## config.mk

```make
export PLATFORM = sky130hd
export DESIGN_NAME = t05_header_synth
export DESIGN_NICKNAME = d
export VERILOG_FILES = /design/src/rtl/t05_header_synth.sv
export SDC_FILE = /design/constraint.sdc
export NUM_CORES = 1
export LEC_CHECK = 0
export ABC_AREA = 1
export CORE_MARGIN = 2
export CORE_UTILIZATION = 56
export DETAILED_ROUTE_END_ITERATION = 8
export PLACE_DENSITY = 0.82
export SLEW_MARGIN = 10
export SYNTH_ARGS = -nofsm -noshare
export SYNTH_HDL_FRONTEND = slang
export SYNTH_SLANG_ARGS = --single-unit
```

## constraint.sdc

```tcl
create_clock -name clk -period 11.6 [get_ports clk]
set_clock_uncertainty 0.05 [all_clocks]
set_input_delay 1.16 -clock clk [delete_from_list [all_inputs] [get_ports clk]]
set_output_delay 1.16 -clock clk [all_outputs]
set_load 0.02 [all_outputs]
```

## src/rtl/t05_header_synth.sv

```systemverilog
// Serialises codebook entries (flag, char index, path length, path bits) to an SPI bit writer,
// followed by a single 0 end-marker bit once the codebook traversal is finished.
module t05_header_synth #(
    parameter int PATH_W = 128,
    parameter int LEN_W  = 7
) (
    input  logic              clk,
    input  logic              rst,
    input  logic              char_found,
    input  logic [7:0]        char_index,
    input  logic [PATH_W-1:0] char_path,
    input  logic              cb_done,
    input  logic              bit_ready,
    output logic              bit_out,
    output logic              bit_valid,
    output logic              write_finish,
    output logic              busy,
    output logic              header_done,
    output logic              overrun
);

    typedef enum logic [3:0] {
        IDLE, LOAD, FLAG, IDX, LEN, PATH, ACK, ENDBIT, DONE
    } state_t;

    state_t              state_q, state_d;
    logic [LEN_W-1:0]    cnt_q, cnt_d;
    logic [7:0]          idx_q, idx_d;
    logic [LEN_W-1:0]    len_q, len_d;
    logic [PATH_W-1:0]   path_q, path_d;
    logic                cbl_q, cbl_d;
    logic                bit_out_q, bit_out_d;
    logic                bit_valid_q, bit_valid_d;
    logic                write_finish_q, write_finish_d;
    logic                busy_q, busy_d;
    logic                header_done_q, header_done_d;
    logic                overrun_q, overrun_d;
    logic                xfer;

    // Position of the control bit; an all-zero word yields 0.
    function automatic logic [LEN_W-1:0] msb_pos(input logic [PATH_W-1:0] p);
        msb_pos = '0;
        for (int i = 0; i < PATH_W; i++)
            if (p[i]) msb_pos = LEN_W'(i);
    endfunction

    function automatic logic sel_bit(input state_t st, input logic [LEN_W-1:0] cnt,
                                     input logic [7:0] idx, input logic [LEN_W-1:0] len,
                                     input logic [PATH_W-1:0] path);
        logic [7:0]        ti;
        logic [LEN_W-1:0]  tl;
        logic [PATH_W-1:0] tp;
        ti = idx >> (LEN_W'(7) - cnt);
        tl = len >> (LEN_W'(LEN_W - 1) - cnt);
        tp = path >> (len - cnt - LEN_W'(1));
        case (st)
            FLAG:    sel_bit = 1'b1;
            IDX:     sel_bit = ti[0];
            LEN:     sel_bit = tl[0];
            PATH:    sel_bit = tp[0];
            default: sel_bit = 1'b0;
        endcase
    endfunction

    assign xfer = bit_valid_q & bit_ready;

    always_comb begin
        state_d       = state_q;
        cnt_d         = cnt_q;
        idx_d         = idx_q;
        len_d         = len_q;
        path_d        = path_q;
        cbl_d         = cbl_q | (cb_done && state_q != IDLE);
        overrun_d     = overrun_q | (char_found && state_q != IDLE);
        header_done_d = header_done_q;
        case (state_q)
            IDLE: begin
                if (char_found) begin
                    idx_d   = char_index;
                    path_d  = char_path;
                    len_d   = msb_pos(char_path);
                    cnt_d   = '0;
                    state_d = LOAD;
                    if (char_path == '0) overrun_d = 1'b1;
                    if (cb_done) cbl_d = 1'b1;
                end else if (cb_done || cbl_q) begin
                    cbl_d   = 1'b0;
                    state_d = ENDBIT;
                end
            end
            LOAD: state_d = FLAG;
            FLAG: if (xfer) begin
                state_d = IDX;
                cnt_d   = '0;
            end
            IDX: if (xfer) begin
                if (cnt_q == LEN_W'(7)) begin
                    state_d = LEN;
                    cnt_d   = '0;
                end else begin
                    cnt_d = cnt_q + LEN_W'(1);
                end
            end
            LEN: if (xfer) begin
                if (cnt_q == LEN_W'(LEN_W - 1)) begin
                    state_d = (len_q == '0) ? ACK : PATH;
                    cnt_d   = '0;
                end else begin
                    cnt_d = cnt_q + LEN_W'(1);
                end
            end
            PATH: if (xfer) begin
                if (cnt_q == len_q - LEN_W'(1)) begin
                    state_d = ACK;
                    cnt_d   = '0;
                end else begin
                    cnt_d = cnt_q + LEN_W'(1);
                end
            end
            ACK:    state_d = IDLE;
            ENDBIT: if (xfer) begin
                state_d       = DONE;
                header_done_d = 1'b1;
            end
            DONE:    state_d = DONE;
            default: state_d = IDLE;
        endcase

        // Outputs are registered from the next state, so bit_out holds while stalled.
        bit_valid_d    = (state_d == FLAG) || (state_d == IDX) || (state_d == LEN) ||
                         (state_d == PATH) || (state_d == ENDBIT);
        busy_d         = (state_d == LOAD) || (state_d == FLAG) || (state_d == IDX) ||
                         (state_d == LEN)  || (state_d == PATH);
        write_finish_d = (state_d == ACK);
        bit_out_d      = bit_valid_d ? sel_bit(state_d, cnt_d, idx_d, len_d, path_d) : 1'b0;
    end

    always_ff @(posedge clk) begin
        if (rst) begin
            state_q        <= IDLE;
            cnt_q          <= '0;
            idx_q          <= '0;
            len_q          <= '0;
            path_q         <= '0;
            cbl_q          <= 1'b0;
            bit_out_q      <= 1'b0;
            bit_valid_q    <= 1'b0;
            write_finish_q <= 1'b0;
            busy_q         <= 1'b0;
            header_done_q  <= 1'b0;
            overrun_q      <= 1'b0;
        end else begin
            state_q        <= state_d;
            cnt_q          <= cnt_d;
            idx_q          <= idx_d;
            len_q          <= len_d;
            path_q         <= path_d;
            cbl_q          <= cbl_d;
            bit_out_q      <= bit_out_d;
            bit_valid_q    <= bit_valid_d;
            write_finish_q <= write_finish_d;
            busy_q         <= busy_d;
            header_done_q  <= header_done_d;
            overrun_q      <= overrun_d;
        end
    end

    assign bit_out      = bit_out_q;
    assign bit_valid    = bit_valid_q;
    assign write_finish = write_finish_q;
    assign busy         = busy_q;
    assign header_done  = header_done_q;
    assign overrun      = overrun_q;

endmodule

```

# Word-level counts from Yosys, hierarchy flattened
# Index checks and enable logic that the tools add are counted.
[word_totals]
ff_bits = 161
inputBits = 141
out_inout_bits = 6
[classes]
add_sub_neg = 6
n_eq_ne = 17
n_shift = 3
n_mux = 162
bitwise_logic = 4
reduce_logical = 17
[ops]
columns = ["operator", "count"]
rows = [
  ["2-to-1 mux 7 bit", 136],
  ["2-to-1 mux 128 bit", 2],
  ["zero test 128 bit", 1],
  [">> shifter 128 x 7 -> 1 bit", 1],
  ["2-to-1 mux 4 bit", 10],
  ["case mux 7 bit (5 select lines)", 1],
  ["case mux 4 bit (8 select lines)", 1],
  ["equality test 4 x 3 -> 1 bit (second input constant)", 7],
  ["equality test 4 x 2 -> 1 bit (second input constant)", 4],
  ["2-to-1 mux 8 bit", 2],
  ["equality test 7 x 3 -> 1 bit (second input constant)", 2],
  ["subtractor 3 x 7 -> 7 bit (first input constant)", 2],
  ["subtractor 7 x 1 -> 7 bit (second input constant)", 2],
  ["logical OR 1 bit", 9],
  ["equality test 4 x 1 -> 1 bit (second input constant)", 2],
  ["2-to-1 mux 1 bit", 8],
  [">> shifter 8 x 7 -> 1 bit", 1],
  ["adder 7 x 1 -> 7 bit (second input constant)", 1],
  ["equality test 7 bit", 1],
  ["zero test 7 bit", 1],
  [">> shifter 7 x 7 -> 1 bit", 1],
  ["subtractor 7 bit", 1],
  ["equality test 4 bit (second input constant)", 1],
  ["zero test 4 bit", 1],
  ["other kinds (9)", 11],
]

# Longest topological paths before layout
[depth]
ltp_word = 133
mapped_depth = 142

# Worst setup path after synthesis
# Ideal clock, no wire load.
[synth_path]
path_type = "input to register"
start = "input port char_path[2]"
end = "register bit_out_q (netlist: bit_out)"
setup_time_ns = 0.123
t_arrival_ns = 8.645
required_time_ns = 11.427
setup_slack_ns = 2.782
path_stages = 141
path_cell_list = "inv_2 > nand2_1 > nand2_1 > nand2_1 > nand2_1 > nand2_1 > nand2_1 > nand2_1 > nand2_1 > nand2_1 > nand2_1 > nand2_1 > nand2_1 > nand2_1 > nand2_1 > nand2_1 > nand2_1 > nand2_1 > (+105 left out) > nand2_1 > nand2_1 > nand2_2 > nand2_1 > ha_1 > fa_1 > xor2_1 > inv_1 > clkbuf_1 > nand3_1 > nand3_1 > nand3_1 > nand3_1 > nand2_1 > o21ai_1 > a31oi_1 > a211oi_1 > a21oi_2"
[synth_between]
elab_chain_len = 132
elab_cells_between_ends = 135
cone_classes = "2 x add/sub; 2 x shift; 131 x mux"
[synth_lines]
columns = ["item", "line", "rtl"]
rows = [
  ["start: declaration", "11", "input logic [PATH_W-1:0] char_path,"],
  ["2-to-1 mux 7 bit (*) (126 in series)", "44", "if (p[i]) msb_pos = LEN_W'(i);"],
  ["2-to-1 mux 7 bit (*)", "78", "if (char_found) begin"],
  ["2-to-1 mux 7 bit (*)", "76", "case (state_q)"],
  ["named net len_d[0]", "29", "logic [LEN_W-1:0] len_q, len_d;"],
  ["subtractor 7 bit", "55", "tp = path >> (len - cnt - LEN_W'(1));"],
  ["subtractor 7 x 1 -> 7 bit", "55", ""],
  [">> shifter 128 x 7 -> 1 bit", "55", ""],
  ["case mux 1 bit (4 select lines) (*)", "56", "case (st)"],
  ["end signal: assignment", "159", "bit_out_q <= bit_out_d;"],
  ["end: declaration", "32", "logic bit_out_q, bit_out_d;"],
]
# Mark *: on every way through the listed nets, which the timed path passes. The rest lies on a longest branch.
# A chain may end at the register's enable or synchronous reset.

# Worst setup path in the final report
# Ends and elaborated chain as after synthesis.

==> flow_summary_export.csv <==
group,metric,value,unit
worst_setup_path,r2r_cells,26,
synth,yosys_most_used_dff,"dfxtp_1",
timing,finalHoldViolCount,0,
die,num_rows,49,
timing,setup_violations,0,
timing,tns,0,ns
timing,timing.hold.ws,0.399,ns
synth,synth_fa_ha_area_share,1.51,%
layout,final_layout_size_suffix_gt1_share,6.68,%
worst_setup_path,cp.arrival,10.26,ns
pwr,peakVddDrop,208,uV
global_route,grt_pass1_wl,45700,microns
min_path,hold_depth,2,
drt,drt-total-wl,27400,microns
synth,seq_area_frac_synth,30.9,%
placement,gp_congestion,0.892,
die,fp.dieH,141,microns
worst_setup_path,cp-start-kind,"input pin",
synth,synth_area_leaders,"dfxtp_1, nand2_1, nor2_1",
synth,synth_edf_count,0,
run_status,status,"finished, final reports clean",
synth,syn_nets,1821,
die,dieArea,0.0198,sq mm
drt,wl_met2,12800,microns
synth,synth_mux_area_share,0.958,%
clock_network,htree_levels,4,
worst_setup_path,slowest_stage,"inv_1",
timing,period_share,86.1,%
timing,slew_viol_final,0,
global_route,antenna_found_initial,0,
synth,yosysTopAreaCell,"dfxtp_1",
timing,fin_crit,9.98,ns
synth,synth_xor_area_share,1.76,%
worst_setup_path,cpMostUsedCell,"nand2_1",
die,core,0.0181,sq mm
timing,max_freq,0.100,GHz
synth,yosys.area.top_type_share,30.9,%
clock_network,cts_sinks,161,
drt,dr.max_layer_used,"met4",
clock_network,cts_root_buf,"clkbuf_16",
worst_setup_path,worstPathMaxFanout,17,
timing,rsz0062_at_grt,"false",
worst_setup_path,worstSetupPathType,"input pin to flop",
drt,drt_iter0_drc,1081,
global_route,grt_overflow,0,
timing,slew_headroom,28.6,%
layout,fin_nets,1922,
drt,vias,10600,
global_route,grt_max_degree,268,
synth,ys_warn_count,0,
worst_setup_path,critPathMaxStageDelay,0.48,ns
worst_setup_path,end_kind,"flop",
placement,dpl.hpwl,19500,microns
synth,avgSynthCellArea,6.26,sq um
pwr,power_leakage,6.01,nW
die,start_util,57.5,%
synth,async_flop_share,0,%
clock_network,numCtsBuffers,17,
drt,wl_per_cell,13.6,microns
clock_network,worstSkewPairLatency,0.43,ns
timing,worst_slew_pin_slew,1.07,ns
synth,synth_top_family_by_area,"simple AND/OR/NAND/NOR gates",
run,cap_violations,0,
synth,synth.cell_area,0.0104,sq mm
min_path,hp-class,"flop to flop",
die,die_w,141,microns
layout,final_cells,2011,
worst_setup_path,worstPathRequired,11.87,ns
die,ioPinCount,147,
drt,drc_errors,0,
clock_network,clkTransAtPathRegs,0.07,ns
synth,syn_inst,1668,
drt,drt-met1-wl,12500,microns
drt,drt_pass1_iterations,6,
synth,ys_types,46,
global_route,grt.total_usage,28.1,%
placement,dpl.cell_count,1978,
drt,routed-wl-met3,1540,microns
timing,fin_ws,1.62,ns
synth,synth_seq_cells,161,
clock_network,cts_tree,"yes",
pwr,powerDensity,281,mW/mm^2
placement,dp_slack,1.14,ns
clock_network,clock_path_buffers,2,
drt,vias_per_cell,5.25,
global_route,grt_pass1_vias,9826,
synth,synthSimpleGateAreaFrac,39.0,%
synth,synth_compound_area_share,9.62,%
placement,port_buffers,146,
drt,drtAntennaViolNets,0,
layout,diodes,0,
layout,syn_to_final_growth,20.6,%
## placed cells by master (no fill, tap or decap), types with 12 or more instances in the layout
cell type | Yosys | final
nor3_1 | 12 | 12
nand3_1 | 142 | 142
dfxtp_1 | 161 | 161
o21ai_0 | 93 | 93
nor2_1 | 290 | 289
bufinv_8 | 53 | 53
clkbuf_16 | 0 | 17
inv_1 | 113 | 112
o21ai_1 | 53 | 53
nand2_1 | 559 | 559
inv_2 | 16 | 16
clkdlybuf4s50_1 | 0 | 145
a21oi_1 | 13 | 13
## report_power, final
part / switching (mW) / total [mW] / internal, mW
Sequential: 0.0504 / 0.768 / 0.718
Clock: 0.244 / 0.571 / 0.327
Combinational: 1.46 / 2.21 / 0.747
## logic make-up after synthesis
family,after synthesis
mux,10
simple gates,1021
compound gates,187
xor+xnor,21
buf+inv,256
fa+ha+maj,12
flops,161
## final timing paths
kind	start	end	slack [ns]
min	overrun	overrun	0.40
max reg2reg	len_q[0]	bit_out	6.28
min reg2reg	overrun	overrun	0.40
max	char_path[2]	bit_out	1.62
## cell usage after synthesis, types with 2 or more instances
library cell  instances
o21ai_0              93
bufinv_8             53
mux2i_1              10
nand2_1             559
o22ai_1               4
nand4_1               7
nor2_1              290
buf_1                14
a221o_1               2
clkinv_1              2
o21bai_1              2
nand3_1             142
xnor2_1              10
inv_2                16
o21ai_1              53
nor4_1                3
nor3_1               12
a31oi_1               7
clkbuf_1             56
or2_2                 2
dfxtp_1             161
a21oi_1              13
inv_1               113
xor2_1               11
o21a_1                2
ha_1                 11
## state kept, by name, indices dropped and copies added (netlist names)
name,count
len_q,7
header_done,1
write_finish,1
overrun,1
cbl_q,1
idx_q,8
bit_out,1
state_q,4
busy,1
cnt_q,7
path_q,128
bit_valid,1
## timing repair
action / in CTS / in global routing
resized for setup: 0 / 3
endpoints found under the hold margin: 0 / 0
hold buffers: 0 / 0
setup buffers: 0 / 0
endpoints found under the setup margin: 0 / 1
## routing by layer
layer / GRT usage (%) / vias up
li1: - / 5420
met1: 37.9 / 4733
met2: 46.5 / 359
met3: 4.10 / 42
met4: 9.05 / 0
met5: 0 / -
## worst max-delay path: cells and delay by family
family	cells	cell delay (ns)
compound gates	4	0.55
xor+xnor	1	0.18
fa+ha+maj	2	0.66
buf+inv	4	1.21
simple gates	131	6.54
## stage by stage
step	power, mW	util [%]	instance area [sq um]
3_5_place_dp	2.92	66.0	12000
6_report	3.54	69.4	12600
3_3_place_gp	2.89	66.0	12000
2_1_floorplan	2.38	-	10400
5_1_grt	3.86	69.4	12600
4_1_cts	3.50	69.3	12600
## layout make-up
cell class / count / area (sq um)
fillers: 1584 / 5550
clock inverters: 13 / 151
repair inverters: 1 / 7.51
flip-flops and latches: 161 / 3220
inverters: 185 / 1430
repair buffers: 152 / 1520
multi-input cells: 1251 / 5540
well taps: 229 / 287
clock buffers: 19 / 443
No activity file was read; power rests on OpenSTA's default activity.
